$ cat src/rtl/ro_meas_ctrl.sv
// rtl/ro_meas_ctrl.sv - ring-oscillator measurement sequencer (settle, gated edge count, DONE/ACK)
// Optional saturating counter with sticky OVF when RO_MEAS_CTRL_SAT_EN is defined.
module ro_meas_ctrl #(
  parameter int CNT_W         = 16,
  parameter int GATE_W        = 16,
  parameter int SETTLE_CYCLES = 8
) (
  input  logic              CLK,
  input  logic              RN,
  input  logic              START,
  input  logic              ACK,
  input  logic [1:0]        SEL,
  input  logic [GATE_W-1:0] GATE_LEN,
  input  logic [3:0]        RO_OUT,
  output logic [3:0]        RO_EN,
  output logic              BUSY,
  output logic              DONE,
  output logic [CNT_W-1:0]  COUNT,
  output logic              OVF
);

  localparam int SW = $clog2(SETTLE_CYCLES + 1);
  localparam int TW = (GATE_W > SW) ? GATE_W : SW;

  typedef enum logic [1:0] {S_IDLE, S_SETTLE, S_GATE, S_DONE} state_t;

  state_t            state_q, state_d;
  logic [TW-1:0]     tmr_q, tmr_d;
  logic [1:0]        sel_q, sel_d;
  logic [GATE_W-1:0] glen_q, glen_d;
  logic [CNT_W-1:0]  cnt_q, cnt_d;
  logic              sync1_q, sync2_q, prev_q;
  logic              pulse;
`ifdef RO_MEAS_CTRL_SAT_EN
  logic              ovf_q, ovf_d;
`endif

  assign pulse = sync2_q & ~prev_q;

  always_comb begin
    state_d = state_q;
    tmr_d   = tmr_q;
    sel_d   = sel_q;
    glen_d  = glen_q;
    cnt_d   = cnt_q;
`ifdef RO_MEAS_CTRL_SAT_EN
    ovf_d   = ovf_q;
`endif
    case (state_q)
      S_IDLE: begin
        if (START) begin
          sel_d   = SEL;
          // gate length is stored minus one so it loads straight into the down-counter
          glen_d  = (GATE_LEN == '0) ? '0 : GATE_LEN - 1'b1;
          cnt_d   = '0;
`ifdef RO_MEAS_CTRL_SAT_EN
          ovf_d   = 1'b0;
`endif
          tmr_d   = TW'(SETTLE_CYCLES - 1);
          state_d = S_SETTLE;
        end
      end
      S_SETTLE: begin
        if (tmr_q == '0) begin
          tmr_d   = TW'(glen_q);
          state_d = S_GATE;
        end else begin
          tmr_d = tmr_q - 1'b1;
        end
      end
      S_GATE: begin
        if (pulse) begin
`ifdef RO_MEAS_CTRL_SAT_EN
          if (&cnt_q) ovf_d = 1'b1;
          else        cnt_d = cnt_q + 1'b1;
`else
          cnt_d = cnt_q + 1'b1;
`endif
        end
        if (tmr_q == '0) state_d = S_DONE;
        else             tmr_d   = tmr_q - 1'b1;
      end
      S_DONE: begin
        if (ACK) state_d = S_IDLE;
      end
      default: state_d = S_IDLE;
    endcase
  end

  always_ff @(posedge CLK) begin
    if (!RN) begin
      state_q <= S_IDLE;
      tmr_q   <= '0;
      sel_q   <= '0;
      glen_q  <= '0;
      cnt_q   <= '0;
      sync1_q <= 1'b0;
      sync2_q <= 1'b0;
      prev_q  <= 1'b0;
`ifdef RO_MEAS_CTRL_SAT_EN
      ovf_q   <= 1'b0;
`endif
    end else begin
      state_q <= state_d;
      tmr_q   <= tmr_d;
      sel_q   <= sel_d;
      glen_q  <= glen_d;
      cnt_q   <= cnt_d;
      sync1_q <= RO_OUT[sel_q];
      sync2_q <= sync1_q;
      prev_q  <= sync2_q;
`ifdef RO_MEAS_CTRL_SAT_EN
      ovf_q   <= ovf_d;
`endif
    end
  end

  assign BUSY  = (state_q == S_SETTLE) || (state_q == S_GATE);
  assign DONE  = (state_q == S_DONE);
  assign RO_EN = BUSY ? (4'b0001 << sel_q) : 4'b0000;
  assign COUNT = cnt_q;
`ifdef RO_MEAS_CTRL_SAT_EN
  assign OVF   = ovf_q;
`else
  assign OVF   = 1'b0;
`endif

endmodule

$ cat config.mk
export PLATFORM = sky130hd
export DESIGN_NAME = ro_meas_ctrl
export DESIGN_NICKNAME = d
export VERILOG_FILES = /design/src/rtl/ro_meas_ctrl.sv
export SDC_FILE = /design/constraint.sdc
export NUM_CORES = 1
export LEC_CHECK = 0
export ABC_AREA = 1
export BUFFER_PORTS_ARGS = -buffer_cell sky130_fd_sc_hd__buf_2
export CORE_ASPECT_RATIO = 1.4
export CORE_MARGIN = 1.5
export CORE_UTILIZATION = 49
export DETAILED_ROUTE_END_ITERATION = 16
export GPL_TIMING_DRIVEN = 0
export PLACE_DENSITY = 0.82
export SYNTH_ARGS = -nofsm -noshare
export SYNTH_HDL_FRONTEND = slang
export SYNTH_SLANG_ARGS = --single-unit
$ cat constraint.sdc
create_clock -name CLK -period 3 [get_ports CLK]
set_input_delay 0.45 -clock CLK [delete_from_list [all_inputs] [get_ports CLK]]
set_output_delay 0.45 -clock CLK [all_outputs]
set_load 0.01 [all_outputs]
==> results of run 1 <==
[worst max-delay path, cell delays in order (launching register included)]
cell and delay, ns:
dfxtp_1 0.40, inv_1 0.10, ha_1 0.22, nand2_1 0.19, clkbuf_1 0.37, buf_1 0.42, nand2_1 0.10, a21oi_1 0.18
[final timing paths]
| path | start | end | slack, ns | depth (start not counted) |
|---|---|---|---|---|
| setup reg to reg | state_q[0]$_SDFFE_PN0P_ | glen_q[9]$_SDFFE_PN0P_ | 0.94 | 7 |
| hold / removal | SEL[1] | sel_q[1]$_SDFFE_PN0P_ | 0.39 | 3 |
| setup / recovery | state_q[0]$_SDFFE_PN0P_ | glen_q[9]$_SDFFE_PN0P_ | 0.94 | 7 |
| hold reg to reg | sync1_q$_SDFF_PN0_ | sync2_q$_SDFF_PN0_ | 0.42 | 2 |
[cell usage in the layout, fill, tap and decap left out, types with 3 or more instances in the layout]
cell / Yosys / layout
dfxtp_1: 55 / 55
o21ai_0: 24 / 24
nor2_1: 62 / 62
clkbuf_8: 0 / 5
nand3_1: 40 / 40
xnor2_1: 6 / 6
nor3_2: 3 / 3
ha_1: 10 / 10
nand3b_1: 6 / 6
buf_2: 2 / 49
buf_4: 3 / 3
clkbuf_1: 6 / 7
nor2_4: 7 / 7
a21oi_1: 46 / 46
nand2_2: 6 / 6
inv_1: 53 / 53
nor3_1: 8 / 8
nor2_2: 6 / 6
nand2_1: 156 / 156
xor2_1: 5 / 5
[per-stage QoR]
step / total power, mW / worst slack [ns] / hold slack [ns] / instances
2_1_floorplan: 2.15 / 1.35 / 0.390 / 527
3_3_place_gp: 2.47 / 1.04 / 0.392 / 666
3_5_place_dp: 2.52 / 0.977 / 0.402 / 666
4_1_cts: 3.03 / 0.939 / 0.406 / 674
5_1_grt: 3.30 / 0.791 / 0.431 / 674
6_report: 3.04 / 0.937 / 0.395 / 674
[area by class of cell]
class	count	area [um^2]
timing repair buffer	47	235
inverter	57	214
buffer	14	73.8
clock buffer	6	72.6
tap	92	115
clock inverter	2	38.8
multi-input combinational	401	1980
sequential	55	1100
fill	663	2790
[per-layer routing]
metal  GRT usage, %  share of wire [%]
met5              0                  0
met4           10.3                3.1
met3           2.70                3.1
met2           45.2                 54
met1           24.5                 39
[state kept, by name, indices dropped and copies added (netlist names)]
| signal | count |
|---|---|
| COUNT | 16 |
| glen_q | 16 |
| prev_q | 1 |
| sel_q | 2 |
| state_q | 2 |
| sync1_q | 1 |
| sync2_q | 1 |
| tmr_q | 16 |
[cell families after synthesis]
logic type                 Yosys count
AOI/OAI and AO/OA                   80
xor gates and xnor gates            11
adders and majority gates           10
buffers and inverters               71
DFF                                 55
other                                1
and+or+nand+nor                    299
[power by group through the flow]
stage               Clock, mW  Sequential [mW]  Combinational [mW]
floorplan                   0            0.920                1.23
CTS                     0.510            0.922                1.60
global placement            0            0.934                1.53
global route            0.543            0.942                1.81
detailed placement          0            0.938                1.58
finish                  0.506            0.925                1.61
==> results.txt, run 1 <==
At the worst endpoint, the arrival time is 2.31 ns. The count of cell types in the netlist came out at 35. For this design the static power due to leakage is 1.75 nW. The clock passes through at most 2 buffers.

Of the cells placed in the final design, the portion with a size suffix greater than 1 is 15.5%. The required time at the worst-slack endpoint is between 3 and 4 ns. The internal portion of the total power is 1.63 mW.

The area share of the largest cell type after synthesis is 32.7%. The residual overflow from global routing came out at 0. The count of clock tree sinks is 55. At the later pin of the worst-skew pair, clock insertion delay measures 0.32 ns. The first detailed-routing pass ran for 4 iterations.

In this run the tool buffered the top-level ports with between 40 and 50 buffer cells. The number of levels in the clock H-tree is 2. The total CTS buffers is 5.

The first routing iteration left 173 violations. The synthesized instance count is 527. The combinational family with the most area after synthesis is simple AND/OR/NAND/NOR gates.

The DRC violation count after routing is 0. The total vias in the final route is between 3,000 and 4,000. The ratio of final minimum period to clock period came out at 68.8%. The total I/O pin count came out at 49. In the post-synthesis netlist, the cell with the most instances is nand2_1. Measured along the y axis, the die boundary spans 101 um. The initial standard-cell utilization of the core came out at 50.9%. CTS placed an instance of clkbuf_8 at the clock tree root. Setup violations remaining at the end of the flow were counted as 0.

The setup skew after layout is 0.0128 ns. The worst setup path is of the reg2reg kind. The remaining max-slew budget at the tightest pin came out at between 60% and 70%.

The power density of the placed cells is 794 nW/um^2. The die is 73.0 um wide. The worst IR drop on VDD is 343 uV. The initial antenna violation count is 0. The count of inserted antenna diode cells is 0. Of the total synthesized cell area, the portion taken by AND, OR, NAND and NOR gates is ~39%. The number of storage elements in the synthesis netlist is between 50 and 60. Ranked by total cell area, the synthesized netlist is headed by dfxtp_1 33%, nand2_1 17%, nor2_1 6.9%, a21oi_1 6.8%, nand3_1 5.9%. In this run the mean area of a mapped cell was 6.39 um^2. The final weighted congestion in routability-driven placement came out at 0.899.

The final period demand of the worst path came out at between 2 and 2.5 ns. The row count is 35. The async set or reset register ratio after synthesis is 0%. The layout-stage area growth over the synthesis result came out at 13.7%. For this block, the routed nets add up to 8060 um of wire. The placed wire-length estimate came out at about 6300 um. The total count of hold-check failures in the final report came out at 0. The adder and majority gate portion of the synthesized area is 3.72%.

STA classifies the critical path startpoint as a flop. The number of nets with antenna violations after routing is 0. The number of nets in the final layout came out at 617. The placed standard-cell area came out at 3720 um^2. The net load switching power came out at 1.41 mW. The post-layout utilization of the core is 57.9%. The number of synthesis warnings came out at 0. The run finished with clean final reports. The wire length of the first global-routing pass came out at 13,800 um. The combined area of all synthesized cells came out at 3370 um^2. The area share of xor/xnor cells in the synthesized design came out at 2.86%. The peak clock frequency supported by timing came out at around 480 MHz. Sequential cells account for 30.4% of the total power.

The TritonCTS clock tree is yes. STA classifies the critical path endpoint as a flop. The maximum number of pins on one net before global-route repair came out at 18. The max-cap violation count came out at 0. The share of total power in the clock network is 16.6%.

Setup repair after global routing left no endpoint under its margin. The via count of the first global-routing pass was 3,338. The switching part of the total power came out at 46.3%.

Measured against the total synthesized area, the mux share comes to 0%. The final design instance area without fill is 3830 um^2. The worst hold path belongs to the class in2reg.

The die area came out at 7380 um^2. dfxtp_1 takes more of the synthesized area than any other cell. Synthesis produced a netlist with a net count of approximately 560.

The share of synthesized area occupied by flip-flops and latches is between 30% and 40%. By count the netlist is led by 156 x nand2_1, 62 x nor2_1, 55 x dfxtp_1, 53 x inv_1, 46 x a21oi_1. The buffer count from post-CTS setup fixing came out at 0. The number of gates resized after CTS came out at 0. The area fraction in compound gates after synthesis is between 10% and 20%. The largest fanout on the critical path came out at 10. The overall routing resource usage came out at 23.4%. The total negative slack came out at 0 ns.

The number of max-slew violations in the final report is 0. The core box area is 6610 um^2. The slew at the pin closest to its max-slew limit is 0.510 ns. The prevailing post-synth register cell is dfxtp_1. Yosys mapped a number of flops with a built-in enable equal to 0. The clock transition at the registers of the reported paths is approximately 0.1 ns. The combinational cell fraction of total power came out at approximately 53%. The routed length per instance came out at 12.0 um. The number of hold buffers added after CTS was 0. After detailed routing, the number of vias per cell comes to 5.12.
Note: power is estimated with default switching activity, not from simulation.
==> inputs of run 2 (changes only) <==
clock period = 2.1 ns   (was 3 ns; I/O delays follow)
==> results.txt, run 2 (synthesized netlist as in run 1, its figures left out) <==
The number of vias per cell was 5.14 (+0.29%). The total I/O pin count is 49 (unchanged). The number of max-slew violations in the final report is 0 (unchanged).

The wire length of the first global-routing pass is 13,800 um (unchanged). The end of the worst register-to-register path is COUNT[12]$_SDFFE_PN0P_. The number of levels in the clock H-tree came out at 2 (unchanged). The largest fanout on the critical path is 7 (-3). The insertion delay of the later-clocked pin in the worst-skew pair was 0.32 ns (about the same). The buffer levels on the longest clock path is 2 (unchanged). The flow ran to the end, and the final reports show no timing, DRC or antenna violations. The combinational cell fraction of total power came to 53.0% (about the same).

Leaving out fill and tap cells, the most frequent cells in the layout are 156 x nand2_1, 62 x nor2_1, 55 x dfxtp_1. The remaining max-slew budget at the tightest pin came out at 66.3% (+0.31 points). The maximum number of pins on one net before global-route repair is 18 (unchanged). The worst hold path begins at SEL[1]. The count of placed standard cells in the final layout, fillers left out is 674 (unchanged). In this run the worst setup path terminates at COUNT[12]$_SDFFE_PN0P_. The origin of the critical flop-to-flop path is state_q[0]$_SDFFE_PN0P_. The number of nets with antenna violations after routing is 0 (unchanged).

The fill cell total of the finished layout is 663 (unchanged). The worst IR drop on VDD was 492 uV (+43%). Setup repair after global routing left no endpoint under its margin.

The power density of the placed cells came out at 1140 nW/um^2 (+43%). The final weighted congestion in routability-driven placement came out at 0.899 (unchanged). The slew at the pin closest to its max-slew limit came out at 0.506 ns (-0.00461 ns). The share of power burned in registers is 30.3% (about the same).

The detailed-router iteration count before antenna repair is 4 (unchanged). The register-to-register setup slack came out at 0.16 ns (-0.78 ns). The overall routing resource usage is 23.4% (unchanged).

The via count of the first global-routing pass came out at 3,338 (unchanged). The total negative slack came out at 0 ns (unchanged). The share of final-layout standard cells stronger than drive strength 1 is 15.8% (+0.34 points). The layout-stage area growth over the synthesis result came out at 13.8% (about the same).

The slowest stage of the critical path belongs to the cell dfxtp_1. The routed length per instance came to 12.0 um (+0.25%). The share of total power in the clock network is 16.7% (about the same). STA classifies the critical path endpoint as a flop. The count of clock tree sinks is 55 (unchanged). The chip height is 101 um (unchanged).

The buffer type at the clock tree root is clkbuf_8. The number of gates resized after CTS is 0 (unchanged). The placed wire-length estimate came to 6320 um (unchanged).

The final period demand of the worst path came to 1.94 ns (-0.119 ns). The kind of cell with the highest combined delay along the critical path is simple AND/OR/NAND/NOR gates. The static leakage came to 1.76 nW (+0.34%). Traced cell by cell, the critical path runs through inv_1 -> ha_1 -> inv_2 -> a21oi_2 -> nand2_2 -> nor2_4 -> nand2_2 -> nor2_4 -> inv_2 -> o21ai_1 -> nor2_1. The setup skew after layout was 0.0124 ns (-0.000398 ns). The peak clock frequency supported by timing came out at 514 MHz (+6.1%). The placed standard-cell area came out at 3720 um^2 (unchanged). The total CTS buffers is 5 (unchanged).

The total internal power was 2.34 mW (+43%). The max-cap violation count came out at 0 (unchanged). Leaving out fill and tap cells, the most frequent cell in the layout is nand2_1.

The die area is 7380 um^2 (unchanged). The most critical setup path has its startpoint at state_q[0]$_SDFFE_PN0P_. The initial antenna violation count is 0 (unchanged).

The path class of the tightest hold or removal check is in2reg. The required time at the worst-slack endpoint is 2.32 ns (-0.92 ns). The residual overflow from global routing is 0 (unchanged). The count of inserted antenna diode cells is 0 (unchanged). TritonCTS built the clock tree. The DRC violation count after routing is 0 (unchanged).

The overall die width came to 73.0 um (unchanged). The depth of the worst register-to-register path came out at 11 (+4). The total count of hold-check failures in the final report is 0 (unchanged). The clock transition at the registers of the reported paths was 0.10 ns (about the same). The switching part of the total power is 46.3% (about the same). The logic depth of the worst path, buffers included is 11 (+4). The number of DRC markers in iteration 0 is 192 (+11%). The maximum cell stage delay along the critical path is 0.36 ns (-0.06 ns). The number of nets in the final layout came out at 617 (unchanged). The total power after layout is 4.35 mW (+43%). The initial standard-cell utilization of the core came out at 50.9% (unchanged). The critical path in this run is classified as reg2reg. The final wirelength came out at 8080 um (+0.25%). The count of input and output buffers came to 47 (unchanged). The total placed cells including tap cells came out at 666 (unchanged). The total vias in the final route is 3,461 (+0.29%). The post-route worst setup slack is 0.156 ns (-0.781 ns). The net load switching power is 2.01 mW (+43%). The final design instance area without fill is 3830 um^2 (about the same). The ratio of final minimum period to clock period came out at 92.6% (+24 points). The arrival time of the worst setup path was 2.17 ns (-0.14 ns). The row count is 35 (unchanged). The buffer count from post-CTS setup fixing came out at 0 (unchanged). The nature of the critical path startpoint is a flop. The pre-CTS setup slack came to 0.0769 ns (-0.900 ns). The core box area is 6610 um^2 (unchanged). The number of buffers and inverters on the critical path was 3 (unchanged). The number of buffers inserted for hold repair after clock tree synthesis is 0 (unchanged). The total of endpoints with negative setup slack in the final report came to 0 (unchanged).
## run 2: how the worst min path moves through the flow
stage	slack [ns]	to	depth (start not counted)
after floorplan	0.39	sync2_q$_SDFF_PN0_	2
after global placement	0.39	sync2_q$_SDFF_PN0_	2
after detailed placement	0.40	sync2_q$_SDFF_PN0_	2
after CTS	0.27	sel_q[1]$_SDFFE_PN0P_	3
after global routing	0.30	sync1_q$_SDFF_PN0_	3
final	0.26	sel_q[1]$_SDFFE_PN0P_	3
## run 2: worst min-delay path, stage by stage
cell	delay, ns
buf_2	0.08
o21ai_0	0.07
nor2_1	0.08
## run 2: per-layer routing
metal  track usage, %  vias up  wire [um]
li1                 -     1782          -
met5                0        -          0
met2             45.2       92       4390
met1             24.5     1564       3160
met3             2.70       23        271
met4             10.3        0        266
## run 2: layout make-up
class / count / area [um^2] / area share [%]
Tap cell: 92 / 115 / 3.01
Buffer: 14 / 76.3 / 1.99
Timing Repair Buffer: 47 / 235 / 6.14
Inverter: 57 / 214 / 5.59
Sequential cell: 55 / 1100 / 28.7
Clock inverter: 2 / 38.8 / 1.01
Multi-Input combinational cell: 401 / 1980 / 51.6
Clock buffer: 6 / 72.6 / 1.89
## run 2: power groups by stage
stage               sequential, mW  clock, mW  combinational, mW
floorplan                     1.31          0               1.75
global placement              1.33          0               2.19
detailed placement            1.34          0               2.26
CTS                           1.32      0.728               2.29
global route                  1.35      0.776               2.60
finish                        1.32      0.724               2.31
## run 2: stage by stage
step / hold slack, ns / utilization, %
global placement: 0.392 / 56.2
global route: 0.296 / 57.9
detailed placement: 0.402 / 56.2
finish: 0.258 / 57.9
CTS: 0.271 / 57.9
floorplan: 0.390 / -
